[src/rtl/hex_scan_ctrl.sv]
// Channel scanner feeding the single-digit hexdriver: picks one enabled nibble at a time,
// rotating on a dwell timer (auto) or stepping on a debounced-by-sync pushbutton (hold).
module hex_scan_ctrl #(
    parameter int unsigned DWELL = 50000000,
    parameter int unsigned TW    = 26
) (
    input  logic        clk,
    input  logic        rst_n,
    input  logic [15:0] ch_data_i,
    input  logic [3:0]  ch_en_i,
    input  logic        hold_sw_i,
    input  logic        step_i,
    output logic [3:0]  digit_out_o,
    output logic [1:0]  chan_idx_o,
    output logic        blank_o,
    output logic        advance_o
);

    localparam logic [TW-1:0] TIMER_LAST = TW'(DWELL - 1);

    typedef enum logic [1:0] {
        IDLE = 2'd0,
        AUTO = 2'd1,
        HOLD = 2'd2
    } state_e;

    state_e          state_q, state_d;
    logic [TW-1:0]   timer_q, timer_d;
    logic [1:0]      chan_q, chan_d;
    logic [3:0]      digit_q, digit_d;
    logic            blank_q, blank_d;
    logic            adv_q, adv_d;
    logic            s1_q, s2_q, s3_q;

    logic            step_rise;
    logic            cur_en;
    logic            mode_change;
    logic [1:0]      next_idx;
    logic [1:0]      low_idx;

    // First enabled channel after idx, wrapping round to idx itself last.
    function automatic logic [1:0] next_en(input logic [1:0] idx, input logic [3:0] en);
        logic [1:0] r;
        logic [1:0] cand;
        r = idx;
        for (int i = 4; i >= 1; i--) begin
            cand = idx + 2'(i);
            if (en[cand]) r = cand;
        end
        return r;
    endfunction

    function automatic logic [1:0] lowest_en(input logic [3:0] en);
        logic [1:0] r;
        r = 2'd0;
        for (int i = 3; i >= 0; i--) begin
            if (en[i]) r = 2'(i);
        end
        return r;
    endfunction

    assign step_rise   = s2_q & ~s3_q;
    assign cur_en      = ch_en_i[chan_q];
    assign next_idx    = next_en(chan_q, ch_en_i);
    assign low_idx     = lowest_en(ch_en_i);
    assign mode_change = ((state_q == AUTO) && hold_sw_i) || ((state_q == HOLD) && !hold_sw_i);

    // State and output registers, plus the step synchroniser.
    always_ff @(posedge clk or negedge rst_n) begin
        if (!rst_n) begin
            state_q <= IDLE;
            timer_q <= '0;
            chan_q  <= 2'd0;
            digit_q <= 4'd0;
            blank_q <= 1'b1;
            adv_q   <= 1'b0;
            s1_q    <= 1'b0;
            s2_q    <= 1'b0;
            s3_q    <= 1'b0;
        end else begin
            state_q <= state_d;
            timer_q <= timer_d;
            chan_q  <= chan_d;
            digit_q <= digit_d;
            blank_q <= blank_d;
            adv_q   <= adv_d;
            s1_q    <= step_i;
            s2_q    <= s1_q;
            s3_q    <= s2_q;
        end
    end

    // Next-state: a disabled current channel outranks a mode change.
    always_comb begin
        state_d = state_q;
        if (ch_en_i == 4'd0) begin
            state_d = IDLE;
        end else begin
            case (state_q)
                IDLE:    state_d = hold_sw_i ? HOLD : AUTO;
                AUTO:    if (cur_en && hold_sw_i) state_d = HOLD;
                HOLD:    if (cur_en && !hold_sw_i) state_d = AUTO;
                default: state_d = IDLE;
            endcase
        end
    end

    // Next values of the registered outputs and dwell timer.
    always_comb begin
        chan_d  = chan_q;
        timer_d = timer_q;
        adv_d   = 1'b0;
        blank_d = 1'b0;
        digit_d = digit_q;
        if (ch_en_i == 4'd0) begin
            blank_d = 1'b1;
            timer_d = '0;
        end else begin
            case (state_q)
                IDLE: begin
                    chan_d  = low_idx;
                    timer_d = '0;
                    adv_d   = 1'b1;
                end
                AUTO, HOLD: begin
                    if (!cur_en || (!mode_change && step_rise)) begin
                        chan_d  = next_idx;
                        timer_d = '0;
                        adv_d   = 1'b1;
                    end else if (mode_change || (state_q == HOLD)) begin
                        timer_d = '0;
                    end else if (timer_q >= TIMER_LAST) begin
                        chan_d  = next_idx;
                        timer_d = '0;
                        adv_d   = 1'b1;
                    end else begin
                        timer_d = timer_q + TW'(1);
                    end
                end
                default: begin
                    timer_d = '0;
                end
            endcase
            digit_d = ch_data_i[{chan_d, 2'b00} +: 4];
        end
    end

    assign digit_out_o = digit_q;
    assign chan_idx_o  = chan_q;
    assign blank_o     = blank_q;
    assign advance_o   = adv_q;

endmodule

[config.mk]
export PLATFORM = sky130hd
export DESIGN_NAME = hex_scan_ctrl
export DESIGN_NICKNAME = d
export VERILOG_FILES = /design/src/rtl/hex_scan_ctrl.sv
export SDC_FILE = /design/constraint.sdc
export NUM_CORES = 1
export LEC_CHECK = 0
export CORE_UTILIZATION = 54
export CTS_CLUSTER_DIAMETER = 150
export DETAILED_ROUTE_END_ITERATION = 8
export PLACE_DENSITY = 0.77
export SLEW_MARGIN = 20
export SYNTH_ARGS = -nofsm -noshare
export SYNTH_HDL_FRONTEND = slang
export SYNTH_SLANG_ARGS = --single-unit
[constraint.sdc]
create_clock -name clk -period 2.96 [get_ports clk]
set_input_delay 0.592 -clock clk [delete_from_list [all_inputs] [get_ports clk]]
set_output_delay 0.592 -clock clk [all_outputs]
set_load 0.01 [all_outputs]
==> results.txt, run 1 <==
WHS Endpoint: s2_q$_DFF_PN0_
die area: 4490 um2
Post-Syn Instances: 240
die height: 67.0 um
hold buffer count at cts: 0
maxcap violations: 0
Core Region: 4030 um2
Worst EP required: 3.11 ns
vias in the first global route: 1781
site row count: 23
deepest level of the CTS H-tree: 2
total gr overflow: 0
Syn. warnings: 0
crit path buf inv count: 2
Worst setup SP type: register
DRC Markers: 0
worst stage delay on the critical path: 0.47 ns
VDD IR-drop max: 475 uV
via/cell ratio: 5.71
Final Hold Violating Endpoints: 0
Die W: 67.0 um
Tot GR Track Use: 0.244
initial antenna violation count: 0
hold_sp: s1_q$_DFF_PN0_
vias: 1903
xor/xnor share of the synthesized area: 0.0805
diode count: 0
Area contributors post-synth: dfrtp_1, nor2_1, xor2_1
dpl cell area: 2700 um2
largest area contributor in the netlist: dfrtp_1
clock buffer depth: 2
DR WL/cell: 14.7 um
Mean Syn Cell Area: 9.51 um2
Clock Latency Late Sink: 0.30 ns
Reg2Reg Setup Slack: 0.27 ns
leakage power: 0.00116 uW
total iterations of the first detailed-routing run: 4
Final Non-Filler Cells: 333
worst-path cell chain: inv_1, ha_1, and2_2, o41ai_2, a21oi_2, a21oi_1, nor4_4, a221oi_4, buf_12, mux2i_1, o221ai_1
CTS tree: yes
outcome: complete, no violations
Max FO, Critical Path: 8
Post-CTS Setup Repair Bufs: 0
Root Buffer: clkbuf_8
CP Depth: 11
Yosys top cell area share: 0.416
Post-synth EDFFs: 0
Worst Reg-to-Reg Cells: 11
Final Critical Period: 2.69 ns
WS Path Type: reg2reg
share of layout cells above drive strength 1: 0.127
Initial Util: 0.567
Max-Slew Margin vs Limit: 0.438
RR Endpoint: digit_out_o[2]$_DFFE_PN0N_
I/O Buffers: 31
Cell Area, Synth: 2280 um2
Slew @ Worst Pin: 0.843 ns
final instance area: 2840 um2
Hold Crit Depth: 0
Routed Antenna Nets: 0
top_reg_cell synth: dfrtp_1
Clock Skews: 0.0163 ns
top-count cell post-synth: nor2_1
DPL Wire Length: 3460 um
final max-slew violation count: 0
mux cell area share after synthesis: 0.0493
Area growth syn-to-layout: 24.3%
Clk pin slew, worst setup/hold paths: 0.08 ns
register area share after synthesis: 0.428
RePlAce Congestion: 0.854
highest clock rate: 0.372 GHz
adder-cell share of the synthesized area: 0.0274
final setup TNS: 0 ns
nets@finish: 311
first-pass GRT wire length: 8030 um
RSZ-0062 raised after global routing: false
crit path DAT: 2.84 ns
WHS: 0.360 ns
TritonCTS Buffers: 5
synthesized net count: 269
top cell family by delay on the critical path: compound AO/OA/AOI/OAI gates
# IOs: 32
Post-synth ARST share: 1.00
DP Cell Count: 325
largest net degree at the start of global routing: 40
Synth Area in Simple Gates: 0.233
period utilization: 0.908
list of most frequent post-synthesis cells: nor2_1, dfrtp_1, nand2_1
Clock Sinks: 39
HP Class: reg2reg
RR Startpoint: state_q[1]$_DFFE_PN0P_
flops & latches, synth: 39
PwrDens: 814 nW/um2
Layout Utilization: 0.705
detailed router's first-iteration violation count: 120
slowest CP cell: dfrtp_1
number of distinct library cells after synthesis: 54
complex-gate fraction of the synthesized area: 0.139
largest family of logic cells by synthesized area: simple AND/OR/NAND/NOR gates
Worst setup EP type: register
Total Wirelength: 4910 um
final setup fails: 0
==> routing by layer <==
metal  track usage  vias to the layer above  wire length (um)
li1              -                      936                 -
met1         0.321                      920              2270
met2         0.390                       42              2390
met3        0.0479                        5               204
met4        0.0931                        0                50
met5             0                        -                 0
==> cell usage in the layout, fill, tap and decap left out, drive strengths merged, types with 4 or more instances in the layout <==
cell | Yosys | layout
o221ai | 4 | 4
dfrtp | 38 | 38
ha | 5 | 5
a21oi | 16 | 16
o21ai | 6 | 6
clkbuf | 5 | 5
inv | 10 | 10
buf | 3 | 13
clkdlybuf4s50 | 0 | 30
nor3 | 8 | 8
xnor2 | 5 | 5
xor2 | 16 | 16
nor4 | 4 | 4
nand3 | 10 | 10
nor2 | 39 | 39
nand2 | 19 | 19
mux2i | 9 | 9
nand4 | 7 | 7
==> flip-flops by register name, summed over array words and instances (netlist names) <==
name,flops
s1_q,1
state_q,2
advance_o,1
timer_q,26
digit_out_o,4
s2_q,1
chan_idx_o,2
blank_o,1
s3_q,1
==> kinds of logic after synthesis <==
family / after synthesis
flip-flops: 39
XOR/XNOR: 21
multiplexers: 10
buffers and inverters: 18
adder cells (fa/ha/maj): 5
AND/OR/NAND/NOR: 104
AO/OA/AOI/OAI: 43
==> metrics by stage <==
stage | worst slack (ns) | power, uW
floorplan | 0.272 | 1410
global placement | 0.0220 | 1750
detailed placement | -0.0340 | 1770
CTS | 0.265 | 2310
global route | 0.0204 | 2460
finish | 0.273 | 2310
==> timing repair <==
| item | CTS | global route |
|---|---|---|
| hold endpoints to repair | 0 | 0 |
| endpoints found under the setup margin | 0 | 1 |
| resized for setup | 0 | 1 |
==> worst max path at each step <==
| stage | slack, ns | end | start |
|---|---|---|---|
| final | 0.27 | digit_out_o[2]$_DFFE_PN0N_ | state_q[1]$_DFFE_PN0P_ |
| after global routing | 0.02 | digit_out_o[3]$_DFFE_PN0N_ | state_q[1]$_DFFE_PN0P_ |
| after CTS | 0.26 | digit_out_o[2]$_DFFE_PN0N_ | state_q[1]$_DFFE_PN0P_ |
| after detailed placement | -0.03 | digit_out_o[1]$_DFFE_PN0N_ | ch_en_i[3] |
| after global placement | 0.02 | digit_out_o[0]$_DFFE_PN0N_ | ch_en_i[3] |
| after floorplan | 0.27 | digit_out_o[0]$_DFFE_PN0N_ | ch_en_i[3] |
==> power breakdown <==
part	internal (uW)	switching, uW	total (uW)	leakage (uW)
Clock	336	202	538	0.0000644
Combinational	529	551	1080	0.000582
Sequential	610	83.1	693	0.000518
Total	1480	836	2310	0.00116
==> cell type report <==
type / instances / area, um2
clock buffer: 5 / 68.8
clock inverter: 3 / 67.6
fill: 316 / 1190
inverter: 10 / 37.5
multi-input combinational: 183 / 1220
sequential: 39 / 977
tap: 50 / 62.6
timing repair buffer: 43 / 408
Power figures use the tool's default switching activity.
==> inputs of run 2 (changes only) <==
--- a/config.mk
+++ b/config.mk
@@ -5,10 +5,13 @@
 export SDC_FILE = /design/constraint.sdc
 export NUM_CORES = 1
 export LEC_CHECK = 0
-export CORE_UTILIZATION = 54
+export CELL_PAD_IN_SITES_DETAIL_PLACEMENT = 0
+export CELL_PAD_IN_SITES_GLOBAL_PLACEMENT = 1
+export CORE_UTILIZATION = 42
 export CTS_CLUSTER_DIAMETER = 150
 export DETAILED_ROUTE_END_ITERATION = 8
-export PLACE_DENSITY = 0.77
+export GPL_TIMING_DRIVEN = 0
+export PLACE_DENSITY = 0.78
 export SLEW_MARGIN = 20
 export SYNTH_ARGS = -nofsm -noshare
 export SYNTH_HDL_FRONTEND = slang
==> run 2 against run 1 <==
  * Highest routed layer unchanged
  * Maximum frequency decreased by 5.5%
  * Global-route usage fell by 6.4 points
  * Utilization fell by 16 points
  * Sequential cell count unchanged
  * Non-clock buffer count is 3 lower
  * First-iteration DRC count down 17%
  * Via count shrank 4.0%
==> results.txt, run 2 (synthesis gave the netlist of run 1 again) <==
first-pass GRT wire length: 7620 um (-5.2%)
fillers: 442 (+40%)
RSZ-0062 raised after global routing: false
PwrDens: 789 nW/um2 (-3.1%)
RePlAce Congestion: 0.772 (-9.7%)
crit path DAT: 3.00 ns (+0.16 ns)
Net Sw Frac: 0.366 (+0.00429)
Layout Utilization: 0.547 (-0.158)
HP Class: in2async
Area growth syn-to-layout: 23.8%
commonest non-fill, non-tap cell in the layout: nor2_1
worst stage delay on the critical path: 0.61 ns (+0.14 ns)
die height: 75.7 um (+13%)
final setup TNS: 0 ns (unchanged)
DR WL/cell: 13.5 um (-8.3%)
clock buffer depth: 2 (unchanged)
VDD IR-drop max: 369 uV (-22%)
GR Util met3: 0.0370 (-0.0109)
Total Wirelength: 4730 um (-3.6%)
Die W: 75.7 um (+13%)
GRT met2 Usage: 0.269 (-0.121)
Initial Util: 0.441 (-0.125)
via/cell ratio: 5.22 (-8.7%)
vias in the first global route: 1615 (-9.3%)
sequential share of power: 0.298 (-0.002)
Logic pwr share: 0.495 (+0.027)
Clock Skews: 0.00728 ns (-0.00901 ns)
DRC Markers: 0 (unchanged)
worst-path cell chain: clkdlybuf4s50_1, mux4_2, o41ai_2, a21oi_2, nand2_4, a21o_1, a221oi_4, buf_12, mux2i_1, o221ai_1
Internal: 1410 uW (-4.1%)
outcome: complete, no violations
leakage power: 0.00116 uW (-0.50%)
# IOs: 32 (unchanged)
Max FO, Critical Path: 8 (unchanged)
Clock Sinks: 39 (unchanged)
slowest CP cell: clkdlybuf4s50_1
Reg with most FFs: timer_q
top cell family by delay on the critical path: compound AO/OA/AOI/OAI gates
maxcap violations: 0 (unchanged)
clock power share: 0.207 (-0.026)
diode count: 0 (unchanged)
Slew @ Worst Pin: 0.661 ns (-0.182 ns)
deepest level of the CTS H-tree: 2 (unchanged)
Tot GR Track Use: 0.180 (-0.0639)
Worst setup EP type: register
site row count: 26 (+13%)
total iterations of the first detailed-routing run: 4 (unchanged)
total gr overflow: 0 (unchanged)
final setup fails: 0 (unchanged)
RR Startpoint: state_q[1]$_DFFE_PN0P_
Routed Antenna Nets: 0 (unchanged)
Psw: 817 uW (-2.3%)
share of layout cells above drive strength 1: 0.111 (-0.0165)
vias: 1826 (-4.0%)
Worst EP required: 3.11 ns (about the same)
busiest layer in global routing: met2
Clk pin slew, worst setup/hold paths: 0.08 ns (about the same)
detailed router's first-iteration violation count: 100 (-17%)
max FFs per register: 26 (unchanged)
Clock Latency Late Sink: 0.29 ns (about the same)
Final Critical Period: 2.84 ns (+0.158 ns)
final max-slew violation count: 0 (unchanged)
initial antenna violation count: 0 (unchanged)
Final Hold Violating Endpoints: 0 (unchanged)
nets@finish: 308 (-0.96%)
M1 GR Usage: 0.256 (-0.0652)
Root Buffer: clkbuf_8
largest net degree at the start of global routing: 30 (-25%)
period utilization: 0.961 (+0.0533)
most frequent cells in the layout: nor2_1, dfrtp_1, clkdlybuf4s50_1
Final Power: 2230 uW (-3.5%)
Worst setup SP type: input port
Max-Slew Margin vs Limit: 0.555 (+0.117)
I/O Buffers: 29 (-6.5%)
WS Path Type: in2reg
crit path buf inv count: 2 (unchanged)
CTS tree: yes
die area: 5740 um2 (+28%)
hold buffer count at cts: 0 (unchanged)
TritonCTS Buffers: 5 (unchanged)
CP Launch Point: ch_en_i[0]
highest clock rate: 0.352 GHz (-5.5%)
DPL Wire Length: 3460 um (+0.12%)
Core Region: 5170 um2 (+28%)
[run 2: changes by cell type in the layout (fill, tap and decap cells not counted), sizes merged]
cell,delta
clkdlybuf4s50,-3
bufinv,-1
buf,-6
clkbuf,+6
clkinv,+1
clkinvlp,-1
dlymetal6s2s,+1
[run 2: metrics by stage]
stage	cell area (um2)	hold slack [ns]	cells	worst slack [ns]
2_1_floorplan	2280	0.296	240	0.272
3_3_place_gp	2660	0.344	339	-0.411
3_5_place_dp	2680	0.351	340	-0.416
4_1_cts	2810	0.171	349	0.0436
5_1_grt	2830	0.179	350	0.000876
6_report	2830	0.167	350	0.115
[run 2: final cells by class]
cell class	count	area [um2]	area share
tap	70	87.6	0.0310
multi-input combinational	183	1210	0.429
timing repair buffer	32	335	0.119
clock inverter	2	35.0	0.0124
clock buffer	6	82.6	0.0292
buffer	8	60.1	0.0212
sequential	39	977	0.346
inverter	10	37.5	0.0133
[run 2: power groups by stage]
stage	clock (uW)	sequential [uW]	combinational, uW
after floorplan	0	690	724
after global placement	0	671	1030
after detailed placement	0	676	1030
after CTS	475	666	1100
after global routing	495	675	1210
final	461	666	1100
[run 2: worst paths after layout]
check                                        endpoint  slack, ns  cells past startpoint
max                        digit_out_o[1]$_DFFE_PN0N_       0.12                     10
min                                    s3_q$_DFF_PN0_       0.17                      1
max reg2reg                digit_out_o[1]$_DFFE_PN0N_       0.19                     11
min reg2reg                            s2_q$_DFF_PN0_       0.36                      0
max in group asynchronous           blank_o$_DFF_PN1_       2.28                      2
min in group clk                       s2_q$_DFF_PN0_       0.36                      0
[run 2: per-layer routing]
metal / routed length, um / part of all wire
met4: 46 / 0.0097
met1: 2340 / 0.49
met5: 0 / 0
met2: 2190 / 0.46
met3: 161 / 0.034
[run 2: timing repair]
action	CTS	global route
endpoints found under the setup margin	4	4
buffers inserted	1	1
gates resized for setup	0	2
hold endpoints to repair	0	0
pin swaps	0	0
